<file path="config.mk">
export PLATFORM = sky130hd
export DESIGN_NAME = mult_share_arbiter
export DESIGN_NICKNAME = d
export VERILOG_FILES = /design/src/rtl/mult_share_arbiter_pkg.sv /design/src/rtl/mult_share_arbiter_rr.sv /design/src/rtl/signed_mult_core.sv /design/src/rtl/mult_share_arbiter.sv
export SDC_FILE = /design/constraint.sdc
export NUM_CORES = 2
export LEC_CHECK = 0
export ABC_AREA = 1
export CAP_MARGIN = 10
export CORE_MARGIN = 8
export CORE_UTILIZATION = 68
export CTS_CLUSTER_SIZE = 16
export DETAILED_ROUTE_END_ITERATION = 6
export DONT_BUFFER_PORTS = 1
export PLACE_DENSITY = 0.84
export SLEW_MARGIN = 20
export SYNTH_ARGS = -nofsm -noshare
export SYNTH_HDL_FRONTEND = slang
export SYNTH_SLANG_ARGS = --single-unit
export TNS_END_PERCENT = 50
</file>
<file path="constraint.sdc">
create_clock -name clk -period 12.75 [get_ports clk]
set_input_delay 1.275 -clock clk [delete_from_list [all_inputs] [get_ports clk]]
set_output_delay 1.275 -clock clk [all_outputs]
set_load 0.02 [all_outputs]
</file>
<file path="src/rtl/mult_share_arbiter_pkg.sv">
// Shared defaults and width helpers for the multiplier-sharing arbiter.
package mult_pkg;

  localparam int N_DEF    = 32;
  localparam int NREQ_DEF = 4;
  localparam int PROD_W_DEF = 2 * N_DEF;

  // Requester ID width; never narrower than one bit so a 2-way build still has an index.
  function automatic int id_width(input int nreq);
    return (nreq <= 2) ? 1 : $clog2(nreq);
  endfunction

  function automatic int prod_width(input int n);
    return 2 * n;
  endfunction

endpackage

</file>
<file path="src/rtl/mult_share_arbiter_rr.sv">
// Combinational round-robin arbiter: first set request at or above ptr, with wrap.
module rr_arbiter
  import mult_pkg::*;
#(
  parameter int NREQ = NREQ_DEF,
  localparam int IDW = id_width(NREQ)
) (
  input  logic [NREQ-1:0] req,
  input  logic [IDW-1:0]  ptr,
  output logic [NREQ-1:0] gnt,
  output logic [IDW-1:0]  gnt_idx
);

  logic found;
  int   idx;

  always_comb begin
    gnt     = '0;
    gnt_idx = '0;
    found   = 1'b0;
    idx     = 0;
    for (int k = 0; k < NREQ; k++) begin
      idx = int'(ptr) + k;
      if (idx >= NREQ) idx = idx - NREQ;
      if (!found && req[idx]) begin
        gnt[idx] = 1'b1;
        gnt_idx  = IDW'(idx);
        found    = 1'b1;
      end
    end
  end

endmodule

</file>
<file path="src/rtl/signed_mult_core.sv">
// Signed combinational NxN multiplier with a full-width 2N-bit product.
module signed_mult_core #(
  parameter int N = mult_pkg::N_DEF
) (
  input  logic signed [N-1:0]   a,
  input  logic signed [N-1:0]   b,
  output logic signed [2*N-1:0] p
);

  // Both operands are signed, so they are sign-extended to the 2N result context.
  assign p = a * b;

endmodule

</file>
<file path="src/rtl/mult_share_arbiter.sv">
// One signed multiplier shared by NREQ requesters through a round-robin arbiter
// and a single backpressured response register.
module mult_share_arbiter
  import mult_pkg::*;
#(
  parameter int N    = N_DEF,
  parameter int NREQ = NREQ_DEF,
  localparam int IDW = id_width(NREQ),
  localparam int PW  = prod_width(N)
) (
  input  logic              clk,
  input  logic              rst_n,
  input  logic [NREQ-1:0]   req_valid,
  output logic [NREQ-1:0]   req_ready,
  input  logic [NREQ*N-1:0] req_a,
  input  logic [NREQ*N-1:0] req_b,
  output logic              rsp_valid,
  input  logic              rsp_ready,
  output logic [IDW-1:0]    rsp_id,
  output logic [PW-1:0]     rsp_prod,
  output logic [15:0]       ops_done
);

  logic [IDW-1:0]       rr_ptr;
  logic [NREQ-1:0]      gnt;
  logic [IDW-1:0]       gnt_idx;
  logic                 slot_free;
  logic                 accept;
  logic signed [N-1:0]  a_sel;
  logic signed [N-1:0]  b_sel;
  logic signed [PW-1:0] prod;
  int                   sel_i;

  assign slot_free = !rsp_valid || rsp_ready;

  rr_arbiter #(.NREQ(NREQ)) u_arb (
    .req     (req_valid),
    .ptr     (rr_ptr),
    .gnt     (gnt),
    .gnt_idx (gnt_idx)
  );

  // Grants are withheld during reset so nobody handshakes into a register being cleared.
  assign req_ready = gnt & {NREQ{slot_free & rst_n}};
  assign accept    = |req_ready;

  always_comb begin
    sel_i = int'(gnt_idx);
    a_sel = req_a[sel_i*N +: N];
    b_sel = req_b[sel_i*N +: N];
  end

  signed_mult_core #(.N(N)) u_mul (
    .a (a_sel),
    .b (b_sel),
    .p (prod)
  );

  always_ff @(posedge clk) begin
    if (!rst_n) begin
      rsp_valid <= 1'b0;
      rsp_id    <= '0;
      rsp_prod  <= '0;
      ops_done  <= '0;
      rr_ptr    <= '0;
    end else begin
      if (rsp_valid && rsp_ready) ops_done <= ops_done + 16'd1;
      // A new accept overwrites a draining slot in the same cycle, so no bubble.
      if (accept) begin
        rsp_valid <= 1'b1;
        rsp_id    <= gnt_idx;
        rsp_prod  <= prod;
        rr_ptr    <= (gnt_idx == IDW'(NREQ-1)) ? '0 : gnt_idx + 1'b1;
      end else if (rsp_ready) begin
        rsp_valid <= 1'b0;
      end
    end
  end

endmodule

</file>
### Yosys cells after proc, flatten, opt, wreduce, memory -nomap -nowiden

Cells that the tools add are included.

* bits in registers: 85
* bits of input ports: 263
* output and inout bits: 87
* word-level logic and storage cells: 88

* add/sub/neg operators: 9
* multipliers: 1
* magnitude comparators: 12
* equality and inequality tests: 1
* shift-type cells: 2
* multiplexer cells: 38
* bitwise logic cells: 5
* reductions and logical operators: 15

Operator list (count)
* $shiftx A128 B8 Y32: 2
* $ge A32 B1 Y1 const B: 4
* $lt A32 B4 Y1 const B: 4
* $mux W32: 4
* $ge A32 B4 Y1 const B: 3
* $sub A32 B4 Y32 const B: 3
* $mul A32 B32 Y64: 1
* $mux W1: 17
* $add A16 B1 Y16 const B: 1
* $mux W4: 4
* $or A4 B4 Y4: 3
* $mux W2: 5
* $bmux W1 S2: 4
* $demux W1 S2: 4
* $logic_and A1 B1 Y1: 8
* $add A2 B2 Y3 const B: 2
* $and A4 B4 Y4: 1
* $logic_not A1 Y1: 4
* $reduce_or A4 Y1: 1
* $sub A2 B3 Y4 const B: 1
* $add A2 B1 Y3 const B: 1
* $ge A2 B3 Y1 const B: 1
* $add A2 B1 Y2 const B: 1
* $eq A2 B2 Y1 const B: 1
* other kinds (3): 3

### Logic depth before layout (Yosys ltp)

* depth after elaboration: 18
* mapped depth: 51
* gate-level depth less buffers: 46

### Modules after synthesis

From an unflattened synthesis, not the netlist that was laid out.

* cell total of the unflattened synthesis: 5862
* area, all modules: 44124.8 µm²

Modules (own cells, without submodules)
* signed_mult_core: times used 1, cells each 4979, area an instance 38625.8 µm², sequential area each 0.0 µm²
* mult_share_arbiter: times used 1, cells each 798, area an instance 4946.0 µm², sequential area each 1701.6 µm²
* rr_arbiter: times used 1, cells each 85, area an instance 553.0 µm², sequential area each 0.0 µm²

### Worst setup path before layout

Ideal clock, no wire load.

* kind: input -> register
* start point: input port req_valid[1]
* end point: register rsp_prod[50]
* setup time: 112 ps
* arrival: 9204 ps
* data required time: 12638 ps
* slack: 3434 ps
* stages on the path: 39
* buffers on the path: 4
* cell sequence: nand2_1 -> nand2_1 -> nand2_2 -> nand2_4 -> nor2_4 -> buf_6 -> nand4_4 -> nand2_4 -> buf_6 -> buf_4 -> o21ai_1 -> nand2_1 -> nand2_2 -> buf_6 -> nor2_1 -> fa_1 -> fa_1 -> fa_1 -> (+3 left out) -> inv_1 -> fa_1 -> inv_1 -> fa_1 -> inv_1 -> fa_1 -> ha_1 -> nand2_1 -> nor2_1 -> inv_1 -> nor2_1 -> nand2_1 -> nor3_1 -> nand2_1 -> nand3_1 -> nor2_1 -> nor2_1 -> nor2_1

* cells in the longest elaborated chain, start to end: 15
* elaborated cells between the ends (all ways): 37
* classes of those cells: mul: 1; shift: 2; mux: 23; bitwise: 4; reduce/logical: 7

Ends and longest elaborated chain
* from (decl): line mult_share_arbiter.sv:13 `input logic [NREQ-1:0] req_valid,`
* $bmux W1 S2: line mult_share_arbiter_rr.sv:25 `if (!found && req[idx]) begin`
* $mux W1 (implied by the code) (2 in a row): line mult_share_arbiter_rr.sv:25
* $mux W1: line mult_share_arbiter_rr.sv:25
* $logic_not A1 Y1: line mult_share_arbiter_rr.sv:25
* $logic_and A1 B1 Y1: line mult_share_arbiter_rr.sv:25
* $mux W1: line mult_share_arbiter_rr.sv:25
* $logic_not A1 Y1: line mult_share_arbiter_rr.sv:25
* $logic_and A1 B1 Y1: line mult_share_arbiter_rr.sv:25
* $mux W1: line mult_share_arbiter_rr.sv:25
* $logic_not A1 Y1: line mult_share_arbiter_rr.sv:25
* $logic_and A1 B1 Y1: line mult_share_arbiter_rr.sv:25
* $mux W2 / $mux W4 (equally long branches): line mult_share_arbiter_rr.sv:25
* $shiftx A128 B8 Y32 (tied with other cells): line mult_share_arbiter.sv:49 `a_sel = req_a[sel_i*N +: N];`
* $mul A32 B32 Y64 / $reduce_or A4 Y1 (equally long branches): line signed_mult_core.sv:11, mult_share_arbiter.sv:45
* to (signal assigned): line mult_share_arbiter.sv:72 `rsp_prod <= prod;`
* to (decl): line mult_share_arbiter.sv:20 `output logic [PW-1:0] rsp_prod,`

Parallel ways exist; a longest one is shown, timed or not. The select of a mux whose other input is x is not followed.
A chain may end at the register's enable or synchronous reset.

### Worst setup path after layout

* start point: register rr_ptr[0]
* end point: register rsp_prod[47]

* cells in the longest elaborated chain, start to end: 17
* elaborated cells between the ends (all ways): 72
* classes of those cells: add/sub: 7; mul: 1; order compare: 12; shift: 2; mux: 35; bitwise: 4; reduce/logical: 11

Ends and longest elaborated chain
* from (decl): line mult_share_arbiter.sv:24 `logic [IDW-1:0] rr_ptr;`
* from (signal assigned): line mult_share_arbiter.sv:73 `rr_ptr <= (gnt_idx == IDW'(NREQ-1)) ? '0 : gnt_idx + 1'b1;`
* parallel branches: the longest is 17 deep, another holds $sub A32 B4 Y32

Several ways; the timed one is not identified. The select of a mux whose other input is x is not followed.

==> results.toml <==
[run_status]
status = "finished clean"

[die]
ios = 350
die_area_um2 = 71100
core_um2 = 62600
die_h_um = 267
initial_utilization_pct = 68.2
die_w_um = 267
fp-row-count = 92

[cts]
cts_tree = "yes"
ctsHtreeMaxLevel = 3
hold_buffers = 0
clk_latency_ns = 0.35
numCtsBuffers = 9
cts_num_sinks = 85
cts_root_buffer = "clkbuf_16"
cts_resized = 0
cts_setup_buffers = 0
clkTransAtPathRegs_ns = 0.07
clockBufferDepth = 2

[synth]
syn_area_per_cell_um2 = 7.91
synth_fp_nets = 6934
synth_edf_count = 0
yosys.cell_count.top_type = "inv_1"
synth_seq_area_share_pct = 3.98
synth_common_cells = "inv_1 (1192), nand2_1 (1183), fa_1 (1082)"
ys_seq_elements = 85
netlist_area_um2 = 42700
synth_warnings = 0
async_reset_ff_share_pct = 0
ys_types = 42
syn_inst = 5399
yosysTopAreaCellShare_pct = 50.7
yosys-top-cells-area = "fa_1 (51%), inv_1 (10%), nand2_1 (10%)"
synth.largest_area_cell = "fa_1"
synthFlopType = "dfxtp_1"

[placed_design]
hpwl_mm = 118
gp_congestion = 1.04
port_buffers = 0

[sta]
worst_slew_pin_slew_ns = 1.16
rsz0062_at_grt = "false"
slew_viol_final = 0
fin_crit_sh_pct = 93.3
final-hold-violation-count = 0
max_slew_margin_pct = 22.2
finalSetupViolCount = 0
min_period_ns = 11.89
skew_ns = 0.0116
max_freq_mhz = 84.1
fin_tns_setup_ns = 0

[grt]
grt_max_degree = 64
antenna_found_initial = 6
gr-total-overflow = 0
grt_first_pass_wirelength_mm = 224
track_usage_pct = 41.5
grt_pass1_vias = 38700

[drt]
wl_mm = 143
wl_per_cell_um = 23.5
drc = 0
drt-initial-drc-count = 3503
first_pass_iters = 6
via_per_inst = 5.93
vias = 36200
ant_nets = 0

[setup_path]
cpMaxStageDelayCell = "nand2_1"
critPathLaunchType = "register"
end_kind = "register"
path_class = "reg2reg"
reg2reg_setup_slack_ns = 0.86
arrival_ns = 12.13
cp.required_ns = 12.99
slowest_delay_ns = 0.80
ff2ff_path_depth = 37
crit_fanout = 43
cpMostUsedCell = "nand2_1"

[hold_path]
whs_path_depth = 2
min_path_type = "reg2reg"

[final_layout]
nets = 6791
area_growth_pct = 0.987
drive_gt1_share_pct = 3.80

[run]
cap_violations = 0
## critical path, delay by kind of cell (launching register included)
family,cells,cell delay (ns)
fa+ha+maj,10,5.03
simple gates,20,3.99
buf+inv,7,2.11
flops,1,0.59
## state kept, by name (all words and copies together), names as in the netlist
register	cells
ops_done	16
rr_ptr	2
rsp_id	2
rsp_prod	64
rsp_valid	1
## final timing paths
path / endpoint / startpoint
max reg2reg: rsp_prod[47] / rr_ptr[0]
min reg2reg: rsp_id[0] / rsp_id[0]
min: rsp_id[0] / rsp_id[0]
max: rsp_prod[47] / rr_ptr[0]
## final cells by class
class                      count  area [um^2]
multi-input combinational   3858        35000
fill                        5075        19500
inverter                    1245         4680
sequential                    85         1700
tap                          846         1060
timing repair buffer          57          440
clock buffer                   9          225
clock inverter                 6         71.3
antenna                        5         12.5
## per-layer routing
layer / global-route usage [%] / share of wire, % / vias up
met5: 0 / 0.016 / -
met4: 24.2 / 7.7 / 4
met3: 17.1 / 15 / 666
met2: 62.8 / 43 / 2579
met1: 50.0 / 34 / 17800
li1: - / - / 15200
## stage by stage
| step | setup slack (ns) | util (%) | hold WS, ns | instances | cell area [um^2] |
|---|---|---|---|---|---|
| final | 0.858 | 68.9 | 0.574 | 6111 | 43100 |
| after global routing | 0.155 | 68.9 | 0.594 | 6107 | 43100 |
| after CTS | 1.08 | 68.9 | 0.580 | 6106 | 43100 |
| after detailed placement | 0.932 | 68.4 | 0.569 | 6091 | 42800 |
| after global placement | 1.01 | 68.4 | 0.555 | 6091 | 42800 |
| after floorplan | 3.43 | - | 0.527 | 5399 | 42700 |
## logic make-up after synthesis
group	share of synthesized area (%)
simple gates	21.4
compound gates	3.13
flops	3.98
buf+inv	14.2
fa+ha+maj	56.3
xor+xnor	0.943
## cells in the final DEF, fill, tap and decap left out, types with 17 or more instances in the layout
cell type / synthesis / layout
nand3_1: 200 / 200
nand2_1: 1183 / 1181
nor3_1: 17 / 17
xor2_1: 37 / 37
buf_4: 46 / 56
inv_1: 1192 / 1191
o21ai_0: 82 / 82
fa_1: 1082 / 1082
ha_1: 190 / 190
nand2_2: 42 / 44
nor2_1: 798 / 797
a21oi_1: 129 / 129
dfxtp_1: 85 / 85
inv_2: 51 / 51
Power is left out: the tool's default activity adds up to more than one toggle a clock period on the data nets, which glitch-free logic cannot reach.
